**src/rtl/input_pkg.sv**
```systemverilog
// Shared definitions for the movement event bus: bit map, bus width and the
// per-direction auto-repeat state encoding.
package input_pkg;

  localparam int MV_UP      = 0;
  localparam int MV_LEFT    = 1;
  localparam int MV_RIGHT   = 2;
  localparam int MV_DOWN    = 3;
  localparam int MV_CONFIRM = 4;
  localparam int MV_BACK    = 5;
  localparam int MV_W       = 6;
  localparam int MV_DIRS    = 4;

  typedef enum logic [1:0] {
    RPT_IDLE   = 2'd0,
    RPT_FIRST  = 2'd1,
    RPT_HOLD   = 2'd2,
    RPT_REPEAT = 2'd3
  } rpt_state_e;

  // Directions are laid out so that opposing pairs mirror around the middle:
  // up(0)<->down(3), left(1)<->right(2).
  function automatic int opposite_dir(input int dir);
    return MV_DOWN - dir;
  endfunction

endpackage

```
**src/rtl/btn_debounce.sv**
```systemverilog
// Single-button 2-flop synchronizer plus debounce counter; the held level
// toggles only after the synchronized input has differed for DEBOUNCE_CYCLES+1 edges.
module btn_debounce #(
  parameter int DEBOUNCE_CYCLES = 1_000_000
) (
  input  logic clk,
  input  logic rst_n,
  input  logic i_raw,
  output logic o_held
);

  localparam int CNT_W = $clog2(DEBOUNCE_CYCLES + 1);
  localparam logic [CNT_W-1:0] CNT_MAX = CNT_W'(DEBOUNCE_CYCLES);

  logic             r_sync1;
  logic             r_sync2;
  logic             r_held;
  logic [CNT_W-1:0] r_cnt;

  always_ff @(posedge clk or negedge rst_n) begin
    if (!rst_n) begin
      r_sync1 <= 1'b0;
      r_sync2 <= 1'b0;
      r_held  <= 1'b0;
      r_cnt   <= '0;
    end else begin
      r_sync1 <= i_raw;
      r_sync2 <= r_sync1;
      // Any cycle of agreement throws away the partial count, so bounces restart it.
      if (r_sync2 == r_held) begin
        r_cnt <= '0;
      end else if (r_cnt == CNT_MAX) begin
        r_held <= ~r_held;
        r_cnt  <= '0;
      end else begin
        r_cnt <= r_cnt + CNT_W'(1);
      end
    end
  end

  assign o_held = r_held;

endmodule

```
**src/rtl/movement_pulse_gen.sv**
```systemverilog
// Turns raw board buttons into one-cycle movement event pulses with direction
// auto-repeat, opposite-direction lockout, confirm-over-back priority and enable arming.
module movement_pulse_gen
  import input_pkg::*;
#(
  parameter int DEBOUNCE_CYCLES = 1_000_000,
  parameter int REPEAT_DELAY    = 25_000_000,
  parameter int REPEAT_PERIOD   = 5_000_000
) (
  input  logic            clk,
  input  logic            rst_n,
  input  logic [MV_W-1:0] btn_raw,
  input  logic            enable,
  output logic [MV_W-1:0] movement,
  output logic [MV_W-1:0] btn_held
);

  localparam int RPT_MAX = (REPEAT_DELAY > REPEAT_PERIOD) ? REPEAT_DELAY : REPEAT_PERIOD;
  localparam int CNT_W   = $clog2(RPT_MAX + 1);
  localparam logic [CNT_W-1:0] DELAY_LOAD  = CNT_W'(REPEAT_DELAY - 1);
  localparam logic [CNT_W-1:0] PERIOD_LOAD = CNT_W'(REPEAT_PERIOD - 1);

  logic [MV_W-1:0] w_held;
  logic [MV_W-1:0] w_rise;
  logic [MV_W-1:0] w_armed_nxt;
  logic [MV_W-1:0] w_mv_nxt;
  logic [MV_W-1:0] r_held_d;
  logic [MV_W-1:0] r_armed;
  logic [MV_W-1:0] r_movement;

  rpt_state_e       r_state     [MV_DIRS];
  rpt_state_e       w_state_nxt [MV_DIRS];
  logic [CNT_W-1:0] r_cnt       [MV_DIRS];
  logic [CNT_W-1:0] w_cnt_nxt   [MV_DIRS];

  for (genvar g = 0; g < MV_W; g++) begin : g_db
    btn_debounce #(
      .DEBOUNCE_CYCLES(DEBOUNCE_CYCLES)
    ) u_db (
      .clk   (clk),
      .rst_n (rst_n),
      .i_raw (btn_raw[g]),
      .o_held(w_held[g])
    );
  end

  always_comb begin
    w_rise      = w_held & ~r_held_d;
    // A bit only re-arms once its button is seen released while enabled.
    w_armed_nxt = enable ? (r_armed | ~w_held) : '0;
    w_mv_nxt    = '0;
    for (int b = 0; b < MV_DIRS; b++) begin
      w_state_nxt[b] = r_state[b];
      w_cnt_nxt[b]   = r_cnt[b];
      if (!enable || !w_held[b]) begin
        w_state_nxt[b] = RPT_IDLE;
        w_cnt_nxt[b]   = '0;
      end else if (w_held[opposite_dir(b)]) begin
        w_state_nxt[b] = RPT_HOLD;
        w_cnt_nxt[b]   = '0;
      end else begin
        case (r_state[b])
          RPT_IDLE: begin
            if (w_rise[b] && r_armed[b]) begin
              w_mv_nxt[b]    = 1'b1;
              w_state_nxt[b] = RPT_FIRST;
              w_cnt_nxt[b]   = DELAY_LOAD;
            end
          end
          RPT_FIRST, RPT_REPEAT: begin
            if (r_cnt[b] == '0) begin
              w_mv_nxt[b]    = 1'b1;
              w_state_nxt[b] = RPT_REPEAT;
              w_cnt_nxt[b]   = PERIOD_LOAD;
            end else begin
              w_cnt_nxt[b] = r_cnt[b] - CNT_W'(1);
            end
          end
          default: begin
            w_state_nxt[b] = RPT_HOLD;
          end
        endcase
      end
    end
    w_mv_nxt[MV_CONFIRM] = enable & w_rise[MV_CONFIRM] & r_armed[MV_CONFIRM];
    w_mv_nxt[MV_BACK]    = enable & w_rise[MV_BACK] & r_armed[MV_BACK] & ~w_mv_nxt[MV_CONFIRM];
  end

  always_ff @(posedge clk or negedge rst_n) begin
    if (!rst_n) begin
      r_held_d   <= '0;
      r_armed    <= '0;
      r_movement <= '0;
      for (int b = 0; b < MV_DIRS; b++) begin
        r_state[b] <= RPT_IDLE;
        r_cnt[b]   <= '0;
      end
    end else begin
      r_held_d   <= w_held;
      r_armed    <= w_armed_nxt;
      r_movement <= w_mv_nxt;
      for (int b = 0; b < MV_DIRS; b++) begin
        r_state[b] <= w_state_nxt[b];
        r_cnt[b]   <= w_cnt_nxt[b];
      end
    end
  end

  assign movement = r_movement;
  assign btn_held = w_held;

endmodule

```
**config.mk**
```make
export PLATFORM = sky130hd
export DESIGN_NAME = movement_pulse_gen
export DESIGN_NICKNAME = d
export VERILOG_FILES = /design/src/rtl/input_pkg.sv /design/src/rtl/btn_debounce.sv /design/src/rtl/movement_pulse_gen.sv
export SDC_FILE = /design/constraint.sdc
export NUM_CORES = 1
export LEC_CHECK = 0
export BUFFER_PORTS_ARGS = -buffer_cell sky130_fd_sc_hd__buf_2
export CORE_MARGIN = 3
export CORE_UTILIZATION = 50
export DETAILED_ROUTE_END_ITERATION = 6
export GPL_ROUTABILITY_DRIVEN = 0
export PLACE_DENSITY_LB_ADDON = 0.2
export SYNTH_ARGS = -nofsm -noshare
export SYNTH_HDL_FRONTEND = slang
export SYNTH_SLANG_ARGS = --single-unit
export TNS_END_PERCENT = 100
```
**constraint.sdc**
```tcl
create_clock -name clk -period 2.3 [get_ports clk]
set_input_delay 0.46 -clock clk [delete_from_list [all_inputs] [get_ports clk]]
set_output_delay 0.46 -clock clk [all_outputs]
set_load 0.01 [all_outputs]
```
## Yosys cells after proc, flatten, opt, wreduce, memory -nomap -nowiden

Index checks and enable logic that the tools add are counted.
W data, S select, Z words.

| cells by class | value |
|---|---|
| muxes and demuxes | 73 |
| add/subtract/negate cells | 10 |
| reduce and logical (&&, ||, !) cells | 43 |
| bitwise gates (word level) | 22 |
| equality and inequality tests | 28 |

Operators by type and width:

| kind | number |
|---|---|
| $mux W25 | 16 |
| $mux W20 | 12 |
| $pmux W25 S2 | 4 |
| $add A20 B1 Y20 const B | 6 |
| $eq A20 B20 Y1 const B | 6 |
| $logic_not A25 Y1 | 4 |
| $sub A25 B1 Y25 const B | 4 |
| $mux W2 | 16 |
| $ne A4 B3 Y1 const B | 8 |
| $reduce_and A2 Y1 | 14 |
| $mux W1 | 16 |
| $pmux W2 S2 | 4 |
| $reduce_bool A4 Y1 | 4 |
| $not A1 Y1 | 13 |
| $not A6 Y6 | 2 |
| $eq A2 B1 Y1 const B | 4 |
| $eq A2 B2 Y1 const B | 4 |
| $logic_not A2 Y1 | 4 |
| $pmux W1 S2 | 4 |
| $reduce_or A2 Y1 | 4 |
| $and A6 B6 Y6 | 1 |
| $eq A1 B1 Y1 | 6 |
| $mux W6 | 1 |
| $or A6 B6 Y6 | 1 |
| other kinds (4) | 18 |

| storage, ports and cells | value |
|---|---|
| bits of input ports | 9 |
| word-level logic and storage cells | 211 |
| output and inout port bits | 12 |
| register bits | 264 |

## Logic depth before layout (Yosys ltp)

Gate-level depths: netlist (run 1).

| logic depth | value |
|---|---|
| depth in word-level cells | 7 |
| mapped depth | 8 |
| depth with buffers taken out | 7 |

## Cells and area by module

From an unflattened synthesis (run 1), not the netlist that was laid out.

| unflattened totals | value |
|---|---|
| cells, all modules | 1391 |
| area total of the unflattened synthesis | 13521.7 µm² |

Modules (own cells, without submodules):

| module | area each (µm²) | cells an instance | times used | sequential area each (µm²) |
|---|---|---|---|---|
| btn_debounce | 1166.1 | 117 | 6 | 575.6 |
| movement_pulse_gen | 6525.0 | 689 | 1 | 3153.0 |

## Least setup slack after synthesis (run 1)

Ideal clock, no wire load.

| timing path | value |
|---|---|
| path kind | reg-to-reg |
| start | register r_cnt[0] in the netlist's numbering |
| end | register r_cnt[7] in the netlist's numbering |
| cell stages (with the launch flop) | 9 |
| arrival | 2204 ps |
| data required time | 2179 ps |
| library setup time | 121 ps |
| path slack | -25 ps |
| path buffers | 1 |
| period minus slack after synthesis | 2325 ps |
| cell sequence | dfrtp_1 > inv_1 > ha_1 > nor4b_1 > and4_1 > a21oi_1 > clkbuf_1 > a21o_1 > a22o_1 |

| between the ends | value |
|---|---|
| word-level cells in the longest chain between the ends | 5 |
| elaborated cells between the ends (all ways) | 6 |
| classes of those cells | add/sub: 1; mux: 4; reduce/logical: 1 |

RTL lines:

| what | line | RTL |
|---|---|---|
| from (decl) | movement_pulse_gen.sv:33 | `logic [CNT_W-1:0] r_cnt [MV_DIRS];` |
| from (signal, indexed assignment) | movement_pulse_gen.sv:104 | `r_cnt[b] <= w_cnt_nxt[b];` |
| $sub A25 B1 Y25 or $logic_not A25 Y1 (tied branches) | movement_pulse_gen.sv:76, movement_pulse_gen.sv:71 |  |
| $mux W25 (*) | movement_pulse_gen.sv:71 | `if (r_cnt[b] == '0) begin` |
| $pmux W25 S2 (*) | movement_pulse_gen.sv:62 | `case (r_state[b])` |
| $mux W25 (*) | movement_pulse_gen.sv:58 | `end else if (w_held[opposite_dir(b)]) begin` |
| $mux W25 (*) | movement_pulse_gen.sv:55 | `if (!enable \|\| !w_held[b]) begin` |

Every way passes the cells marked *; elsewhere a longest branch is shown, timed or not.
A chain may end at the register's enable or synchronous reset.

## Worst setup path in the final report (run 1)

| timing path | value |
|---|---|
| start | register r_cnt[68] in the netlist's numbering |
| end | register r_cnt[63] in the netlist's numbering |

| between the ends | value |
|---|---|
| word-level cells in the longest chain between the ends | 5 |

RTL lines:

| what | line |
|---|---|
| $logic_not A25 Y1 | movement_pulse_gen.sv:71 |
| $mux W25 | movement_pulse_gen.sv:71 |
| $pmux W25 S2 | movement_pulse_gen.sv:62 |
| $mux W25 | movement_pulse_gen.sv:58 |
| $mux W25 | movement_pulse_gen.sv:55 |

Every way passes these cells.

==> qor.txt, run 1 <==
TritonCTS clock tree - yes
worst slew pin tran - 0.474 ns
final setup fails - 0
number of antenna violations at the first check in global routing - 0
Core Box Area - 25600 um2
relative slew slack - 0.683
Max rail drop VDD - 0.000586 V
final routed wire length divided by cell count - 15.1 um
maximum net fanout on the critical path - 7
antenna diode count - 0
setup TNS - 0 ns
Lkg Pwr - 6.90 nW
global-route wire length before repair - 47600 um
sequential share of the synthesized area - 0.499
maximum clock frequency - 451 MHz
number of global-route vias before repair - 9940
standard cell with the maximum stage delay on the critical path - sky130_fd_sc_hd__or4_4
Total Die Area - 28400 um2
vias per cell - 5.59
maximum level of the CTS H-tree - 1
number of iterations in the first detailed-routing pass - 5
maximum number of pins on one net before global-route repair - 62
Initial DRC Count - 617
total wire length after detailed routing - 27400 um
number of instances in the synthesized netlist - 1381
Die Span Y - 169 um
Arrival @ worst endpoint - 2.67 ns
maximum cell stage delay along the critical path - 0.54 ns
Critical Path Start Type - flop
count of unique library cells instantiated by Yosys - 74
die width - 169 um
initial core utilization - 0.516
Max Slew Vio Count - 0
run status - completed
average cell area after synthesis - 9.58 um2
number of nets with antenna violations after routing - 0
setup repair after global routing missed its margin - yes
Clock Sinks - 264
series of cell instances along the critical path - or4_4 -> or4_4 -> nor3_4 -> buf_6 -> o21ai_2 -> a32o_1
total DRC errors in the routed layout - 0
Hold Path Class - input port to flop
critical path's most frequent cell - sky130_fd_sc_hd__or4_4
number of storage elements in the synthesis netlist - 264
area added between synthesis and finish - 16.2%
power density over the cells - 634 nW/um2
number of clock buffers inserted by TritonCTS - 29
dominant synthesized flop cell - sky130_fd_sc_hd__dfrtp_1
Post-synth EDFFs - 0
io pins - 21
number of cells in the design after placement - 1757
type of element capturing the critical path - flop
insertion delay to the later sink of the worst-skew pair - 0.56 ns
share of async-settable or async-resettable flops after synthesis - 1.00
ratio of cells with drive above 1 in the final layout - 0.141
post-DP HPWL - 18400 um
Buf/Inv on CP - 1
maximum buffer depth of the clock tree - 3
most frequent standard cell in the layout excluding fill and tap cells - sky130_fd_sc_hd__dfrtp_1
nets - 1491
crit-path leading delay family - simple AND/OR/NAND/NOR gates
global routing usage summed across all routing layers - 0.194
maximum clock skew at final layout - 0.0123 ns
clock root buffer master - sky130_fd_sc_hd__clkbuf_16
CP Data Required Time - 2.75 ns
total congestion overflow after global routing - 0
commonest cells after routing, fill and taps aside - 264 x sky130_fd_sc_hd__dfrtp_1, 223 x sky130_fd_sc_hd__nor2_1, 87 x sky130_fd_sc_hd__xnor2_1
Reg clk slew, reported paths - 0.06 ns
critical path start-end classification - flop to flop
final clock period utilization by the worst path - 0.964
number of port buffers - 20
final critical-path required period - 2.22 ns
number of violations of the max-capacitance limit - 0
floorplan row count - 58
count of final hold-check violations - 0
syn_nets - 1406
area of the mapped netlist - 13200 um2
Final Instance Count excl. Fillers - 1816
number of vias in the routed layout - 10148
YS warnings - 0
==> synthesized netlist by cell type, types with 5 or more instances <==
cell type | n | area, um2
sky130_fd_sc_hd__nor2_1 | 223 | 837
sky130_fd_sc_hd__ha_1 | 16 | 200
sky130_fd_sc_hd__or4_1 | 18 | 135
sky130_fd_sc_hd__o21ai_0 | 70 | 350
sky130_fd_sc_hd__nand3b_1 | 7 | 52.6
sky130_fd_sc_hd__buf_4 | 6 | 45.0
sky130_fd_sc_hd__inv_1 | 54 | 203
sky130_fd_sc_hd__buf_2 | 5 | 25.0
sky130_fd_sc_hd__xor2_1 | 64 | 561
sky130_fd_sc_hd__or3_1 | 18 | 113
sky130_fd_sc_hd__nand2b_1 | 6 | 37.5
sky130_fd_sc_hd__nor4_1 | 38 | 238
sky130_fd_sc_hd__nand3_1 | 44 | 220
sky130_fd_sc_hd__nor3b_1 | 5 | 37.5
sky130_fd_sc_hd__a21o_1 | 6 | 45.0
sky130_fd_sc_hd__nand4_1 | 38 | 238
sky130_fd_sc_hd__and2_1 | 7 | 43.8
sky130_fd_sc_hd__and3_1 | 16 | 100
sky130_fd_sc_hd__mux2_2 | 6 | 67.6
sky130_fd_sc_hd__a31oi_1 | 20 | 125
sky130_fd_sc_hd__o31ai_1 | 6 | 45.0
sky130_fd_sc_hd__a21oi_1 | 30 | 150
sky130_fd_sc_hd__a21boi_0 | 7 | 52.6
sky130_fd_sc_hd__o21ai_2 | 6 | 52.6
sky130_fd_sc_hd__or2_2 | 17 | 106
sky130_fd_sc_hd__clkbuf_1 | 42 | 158
sky130_fd_sc_hd__xnor2_1 | 87 | 762
sky130_fd_sc_hd__nand2_1 | 81 | 304
sky130_fd_sc_hd__nor4b_1 | 22 | 193
sky130_fd_sc_hd__a22o_1 | 5 | 43.8
sky130_fd_sc_hd__dfrtp_1 | 264 | 6610
sky130_fd_sc_hd__and4_1 | 10 | 87.6
sky130_fd_sc_hd__nor3_1 | 59 | 295
==> path summary, 6_finish.rpt <==
check	depth (start not counted)	slack, ns	start	to
min in group asynchronous	2	0.42	rst_n	r_cnt[7]
max reg2reg	6	0.08	r_cnt[68]	r_cnt[63]
min	1	0.04	btn_raw[3]	g_db[3].u_db.r_sync1
max in group asynchronous	3	1.20	rst_n	g_db[4].u_db.r_sync1
max	6	0.08	r_cnt[68]	r_cnt[63]
min reg2reg	0	0.35	g_db[2].u_db.r_sync1	g_db[2].u_db.r_sync2
==> stage by stage <==
step	setup slack, ns	power (mW)	hold slack, ns	util	instance area [um2]
finish	0.0834	9.75	0.0416	0.600	15400
detailed placement	-0.0698	5.06	0.336	0.553	14200
CTS	0.00692	9.88	0.0125	0.595	15200
floorplan	0.00634	4.91	0.164	-	13200
global placement	0.00206	5.05	0.332	0.553	14200
global route	-0.0311	10.1	0.0148	0.600	15400
==> flip-flops by register name (all words and copies together), names as in the netlist <==
name,count
g_db.u_db.r_cnt,120
g_db.u_db.r_sync2,6
r_cnt,100
r_state,8
r_held_d,6
g_db.u_db.r_sync1,6
movement,6
r_armed,6
g_db.u_db.o_held,6
==> logic make-up after synthesis <==
family	after synthesis	share of synthesized area
AO/OA/AOI/OAI	200	0.0975
flip-flops	264	0.499
multiplexers	7	0.00586
adder cells (fa/ha/maj)	16	0.0151
buffers and inverters	112	0.0346
XOR/XNOR	151	0.100
AND/OR/NAND/NOR	631	0.247
==> repair_timing <==
action / CTS / global route
resized for setup: 6 / 19
pin swaps: 0 / 4
hold buffers: 6 / 0
setup buffers: 0 / 2
endpoints found under the hold margin: 51 / 0
endpoints found under the setup margin: 15 / 36
==> routing by layer <==
layer  global-route usage  vias to the layer above  routed length [um]
met2                0.312                      154               12500
met3               0.0285                       40                 985
met5                    0                        -                   0
li1                     -                     5032                   -
met1                0.281                     4922               13400
met4               0.0487                        0                 472
==> cell type report <==
cell class / count / area (um2)
Timing Repair Buffer: 110 / 842
Sequential cell: 264 / 6610
Clock inverter: 12 / 170
Clock buffer: 39 / 813
Fill cell: 2142 / 10300
Multi-Input combinational cell: 1005 / 6310
Tap cell: 330 / 413
Inverter: 56 / 210
==> power breakdown <==
| part | leakage [nW] | total (mW) | switching (mW) | internal (mW) |
|---|---|---|---|---|
| combinational | 2.79 | 0.249 | 0.174 | 0.0753 |
| sequential | 3.63 | 4.72 | 0.0382 | 4.69 |
| clock | 0.477 | 4.77 | 1.94 | 2.83 |
No activity file was read; power rests on OpenSTA's default activity.
==> run 2, diff against run 1 <==
SYNTH_HIERARCHICAL = 1   (was not set)
==> run 2 against run 1 <==
Net effect:
- power grew 0.63%
- flip-flop and latch count is the same
- global-route usage grew 0.51 points
- via count grew 3.6%
- combinational power grew 6%
- sequential power is essentially flat
- area after synthesis grew 2.2%
- final cell count grew 1.4%
- worst setup slack lost 0.068 ns
- sequential share of layout area shrank 0.63 points
- synthesized cell count grew 0.72%
==> qor.txt, run 2 <==
io pins - 21
critical path start-end classification - flop to flop
series of cell instances along the critical path - or3_2 -> or3_1 -> or4_4 -> a31oi_4 -> nor2_1
ratio of cells with drive above 1 in the final layout - 0.143
leading post-synthesis cells by cell area - sky130_fd_sc_hd__dfrtp_1 49%, sky130_fd_sc_hd__xnor2_1 8.0%, sky130_fd_sc_hd__nor2_1 5.5%
Core Box Area - 26400 um2
max FFs per register - 120
vias per cell - 5.71
floorplan row count - 59
final critical-path required period - 2.28 ns
cell with the most instances after synthesis - sky130_fd_sc_hd__dfrtp_1
Max Slew Vio Count - 0
standard cell with the maximum stage delay on the critical path - sky130_fd_sc_hd__or4_4
total congestion overflow after global routing - 0
Clock Sinks - 264
area added between synthesis and finish - 15.3%
number of antenna violations at the first check in global routing - 0
total DRC errors in the routed layout - 0
TritonCTS clock tree - yes
post-synth top area cell - sky130_fd_sc_hd__dfrtp_1
global routing usage summed across all routing layers - 0.200
global-route met2 utilization - 0.321
Initial DRC Count - 688
setup repair after global routing missed its margin - yes
top flop regs - g_db.u_db/r_cnt (120), r_cnt (100), r_state (8)
initial core utilization - 0.513
Reg clk slew, reported paths - 0.06 ns
maximum net fanout on the critical path - 6
number of vias in the routed layout - 10511
Max rail drop VDD - 0.000552 V
final setup fails - 0
number of global-route vias before repair - 10265
Arrival @ worst endpoint - 2.70 ns
type of element capturing the critical path - flop
final core utilization - 0.592
maximum level of the CTS H-tree - 1
run status - completed
setup TNS - 0 ns
number of instances in the synthesized netlist - 1391
sequential share of the synthesized area - 0.489
post-DP HPWL - 19500 um
number of port buffers - 20
maximum cell stage delay along the critical path - 0.58 ns
YS warnings - 6
Area after DPL - 14500 um2
cell area after layout - 15600 um2
area of the mapped netlist - 13500 um2
Critical Path Start Type - flop
grt met1 use - 0.290
most used routing layer in global routing - met2
relative slew slack - 0.514
Hold Path Class - input port to flop
Lkg Pwr - 6.78 nW
number of nets with antenna violations after routing - 0
total power consumption of the routed design - 9.81 mW
Total Die Area - 29100 um2
number of storage elements in the synthesis netlist - 264
count of final hold-check violations - 0
register bank with the most flops - g_db.u_db/r_cnt
average cell area after synthesis - 9.72 um2
worst slew pin tran - 0.726 ns
Die Span Y - 170 um
antenna diode count - 0
area fraction of the dominant cell type after synthesis - 0.489
maximum buffer depth of the clock tree - 3
maximum number of pins on one net before global-route repair - 68
most instantiated cells after synthesis - 264 x sky130_fd_sc_hd__dfrtp_1, 199 x sky130_fd_sc_hd__nor2_1, 123 x sky130_fd_sc_hd__xnor2_1, 75 x sky130_fd_sc_hd__nor4_1, 72 x sky130_fd_sc_hd__o21ai_0
nets - 1513
power density over the cells - 629 nW/um2
Post-synth EDFFs - 0
met3 routing resource usage after global routing - 0.0246
CP Data Required Time - 2.72 ns
final routed wire length divided by cell count - 15.5 um
dominant synthesized flop cell - sky130_fd_sc_hd__dfrtp_1
final clock period utilization by the worst path - 0.993
maximum clock frequency - 438 MHz
number of violations of the max-capacitance limit - 0
Final Instance Count excl. Fillers - 1841
most frequent standard cell in the layout excluding fill and tap cells - sky130_fd_sc_hd__dfrtp_1
clock root buffer master - sky130_fd_sc_hd__clkbuf_16
die width - 170 um
commonest cells after routing, fill and taps aside - 264 x sky130_fd_sc_hd__dfrtp_1, 197 x sky130_fd_sc_hd__nor2_1, 123 x sky130_fd_sc_hd__xnor2_1
insertion delay to the later sink of the worst-skew pair - 0.54 ns
number of cells in the design after placement - 1788
global-route wire length before repair - 49700 um
number of clock buffers inserted by TritonCTS - 29
syn_nets - 1416
share of async-settable or async-resettable flops after synthesis - 1.00
count of unique library cells instantiated by Yosys - 68
number of iterations in the first detailed-routing pass - 5
maximum clock skew at final layout - 0.00700 ns
total wire length after detailed routing - 28500 um
## run 2: final cells by class
class,instances,area (um2)
Clock buffer,41,851
Clock inverter,8,140
Fill cell,2309,10800
Inverter,68,255
Multi-Input combinational cell,1017,6500
Sequential cell,264,6610
Tap cell,335,419
Timing Repair Buffer,108,828
## run 2: critical path, delay by kind of cell (launching register included)
family             cells  cell delay (ns)
DFF                    1             0.39
AOI/OAI and AO/OA      1             0.30
and+or+nand+nor        4             1.48
## run 2: worst paths after layout
path,startpoint,endpoint,slack [ns],cells after the start
hold reg to reg,g_db[0].u_db/r_sync1,g_db[0].u_db/r_sync2,0.35,0
min in group asynchronous,rst_n,g_db[1].u_db/r_cnt[4],0.38,2
max in group asynchronous,rst_n,r_cnt[29],1.28,3
hold / removal,btn_raw[5],g_db[5].u_db/r_sync1,0.03,1
setup / recovery,r_cnt[98],r_cnt[98],0.02,5
setup reg to reg,r_cnt[98],r_cnt[98],0.02,5
## run 2: report_power, final
group          switching [mW]  internal, mW
clock                    1.82          2.99
combinational           0.180        0.0832
sequential             0.0490          4.69
total                    2.05          7.76
## run 2: per-layer routing
| layer | wire length, um | vias to the layer above |
|---|---|---|
| met4 | 622 | 0 |
| li1 | - | 5176 |
| met3 | 814 | 42 |
| met1 | 14000 | 5138 |
| met5 | 0 | - |
| met2 | 13100 | 155 |
## run 2: cell families after synthesis
family,after synthesis,share of synthesized area
compound gates,196,0.0908
xor+xnor,156,0.101
fa+ha+maj,16,0.0148
buf+inv,110,0.0353
flops,264,0.489
mux,6,0.00500
simple gates,643,0.264
## run 2: metrics by stage
stage	worst slack [ns]	hold slack, ns
2_1_floorplan	0.0294	0.164
3_3_place_gp	0.0321	0.334
3_5_place_dp	0.0147	0.336
4_1_cts	0.00317	0.000439
5_1_grt	-0.0379	0.0143
6_report	0.0159	0.0314
## run 2: repair_timing
item                       4_1_cts  5_1_grt
setup buffers                    0        1
hold endpoints to repair        29        0
hold buffers                     3        0
gates resized for setup          0       12
setup endpoints to repair        0       48
==> run 3, diff against run 2 <==
clock period = 2.4 ns   (was 2.3 ns; I/O delays follow)
==> run 3 against run 2 <==
Net effect:
- sequential share of layout area grew 0.19 points
- clock skew grew 0.0031 ns
- core utilization shrank 0.26 points
- clock power grew 7.1%
- critical path type unchanged
- wire length shrank 1.9%
- combinational power shrank 7%
==> qor.txt, run 3 (synthesis gave the netlist of run 2 again) <==
run status - completed
post-DP HPWL - 19000 um
routed length on met3 - 820 um
max FFs per register - 120
Worst R2R Path Depth - 5
detailed-routed wire length on met2 - 13000 um
register bank with the most flops - g_db.u_db/r_cnt
global-route wire length before repair - 49100 um
commonest cells after routing, fill and taps aside - 264 x sky130_fd_sc_hd__dfrtp_1, 199 x sky130_fd_sc_hd__nor2_1, 123 x sky130_fd_sc_hd__xnor2_1
Max rail drop VDD - 0.000502 V
total wire length after detailed routing - 28000 um
worst min-delay path startpoint - btn_raw[4]
standard cell with the maximum stage delay on the critical path - sky130_fd_sc_hd__or4_4
global routing usage summed across all routing layers - 0.197
startpoint of the worst-slack reg-to-reg timing path - r_cnt[90]
type of element capturing the critical path - flop
relative slew slack - 0.521
maximum clock frequency - 431 MHz
crit-path leading delay family - simple AND/OR/NAND/NOR gates
Reg clk slew, reported paths - 0.06 ns
Core Box Area - 26400 um2
CP Data Required Time - 2.83 ns
number of clock buffers inserted by TritonCTS - 31
initial core utilization - 0.513
met1 routed wirelength after detailed routing - 13700 um
worst slew pin tran - 0.715 ns
worst slack, placed - 0.0596 ns
number of port buffers - 20
Clock Sinks - 264
part of the total power dissipated in the clock network - 0.518
critical path's most frequent cell - sky130_fd_sc_hd__or4_4
sw power - 2.00 mW
Initial DRC Count - 804
power share of the sequential group - 0.457
number of cells in the design after placement - 1769
series of cell instances along the critical path - or3_4 -> or4_4 -> or4_4 -> a31oi_4 -> nor2_1
clock root buffer master - sky130_fd_sc_hd__clkbuf_16
final clock period utilization by the worst path - 0.966
setup TNS - 0 ns
vias per cell - 5.66
number of global-route vias before repair - 10142
maximum buffer depth of the clock tree - 3
final critical-path required period - 2.32 ns
floorplan row count - 59
maximum cell stage delay along the critical path - 0.59 ns
Die Span Y - 170 um
internal reg-to-reg setup slack - 0.08 ns
critical path startpoint - r_cnt[90]
final routed wire length divided by cell count - 15.3 um
number of vias in the routed layout - 10338
Total Die Area - 29100 um2
area added between synthesis and finish - 14.8%
maximum clock skew at final layout - 0.0101 ns
insertion delay to the later sink of the worst-skew pair - 0.54 ns
maximum number of pins on one net before global-route repair - 68
min setup slack post-route - 0.0810 ns
number of violations of the max-capacitance limit - 0
most frequent standard cell in the layout excluding fill and tap cells - sky130_fd_sc_hd__dfrtp_1
io pins - 21
Lkg Pwr - 6.72 nW
Logic pwr share - 0.025
top flop regs - g_db.u_db/r_cnt (120), r_cnt (100), r_state (8)
Max Slew Vio Count - 0
Final Instance Count excl. Fillers - 1827
maximum level of the CTS H-tree - 1
number of stages on the worst setup path - 5
ratio of cells with drive above 1 in the final layout - 0.132
total internal power - 7.94 mW
net switching fraction of the power - 0.201
power density over the cells - 640 nW/um2
nets - 1493
Max Used Layer - met4
number of iterations in the first detailed-routing pass - 7
Buf/Inv on CP - 0
worst hold path cell count - 1
Hold Path Class - input port to flop
TritonCTS clock tree - yes
critical path start-end classification - flop to flop
count of final hold-check violations - 0
number of nets with antenna violations after routing - 0
maximum net fanout on the critical path - 6
Critical Path Start Type - flop
final setup fails - 0
total power consumption of the routed design - 9.94 mW
total congestion overflow after global routing - 0
setup repair after global routing missed its margin - no
Arrival @ worst endpoint - 2.75 ns
number of antenna violations at the first check in global routing - 0
die width - 170 um
total DRC errors in the routed layout - 0
antenna diode count - 0
==> run 3: final timing paths <==
kind / end
setup / recovery: r_cnt[82]
hold / removal: g_db[4].u_db/r_sync1
setup reg to reg: r_cnt[82]
hold reg to reg: g_db[0].u_db/r_sync2
max in group asynchronous: g_db[5].u_db/r_cnt[19]
min in group asynchronous: g_db[1].u_db/r_cnt[16]
==> run 3: what timing repair did <==
action | in CTS | in global routing
buffers inserted | 0 | 0
endpoints found under the setup margin | 0 | 40
endpoints found under the hold margin | 60 | 0
hold buffers | 1 | 0
resized for setup | 0 | 7
==> run 3: routing by layer <==
| layer | global-route usage | vias to the layer above |
|---|---|---|
| met1 | 0.287 | 5032 |
| li1 | - | 5126 |
| met2 | 0.316 | 141 |
| met5 | 0 | - |
| met4 | 0.0480 | 0 |
| met3 | 0.0262 | 39 |
==> run 3: through the flow <==
step           cell area (um2)  utilization  hold WS (ns)
3_5_place_dp             14300        0.544         0.346
2_1_floorplan            13500            -         0.184
5_1_grt                  15500        0.589        0.0184
3_3_place_gp             14300        0.544         0.338
6_report                 15500        0.589        0.0393
4_1_cts                  15500        0.588        0.0123
==> run 3: layout make-up <==
class	count	area (um2)
Timing Repair Buffer	86	633
Multi-Input combinational cell	1017	6470
Inverter	68	255
Clock buffer	42	867
Tap cell	335	419
Sequential cell	264	6610
Fill cell	2287	10800
Clock inverter	15	279
==> run 3: power groups by stage <==
stage / Combinational (mW) / Sequential, mW / Clock [mW]
3_3_place_gp: 0.251 / 4.62 / 0
4_1_cts: 0.256 / 4.54 / 5.28
2_1_floorplan: 0.128 / 4.60 / 0
3_5_place_dp: 0.254 / 4.62 / 0
5_1_grt: 0.290 / 4.55 / 5.48
6_report: 0.245 / 4.54 / 5.15
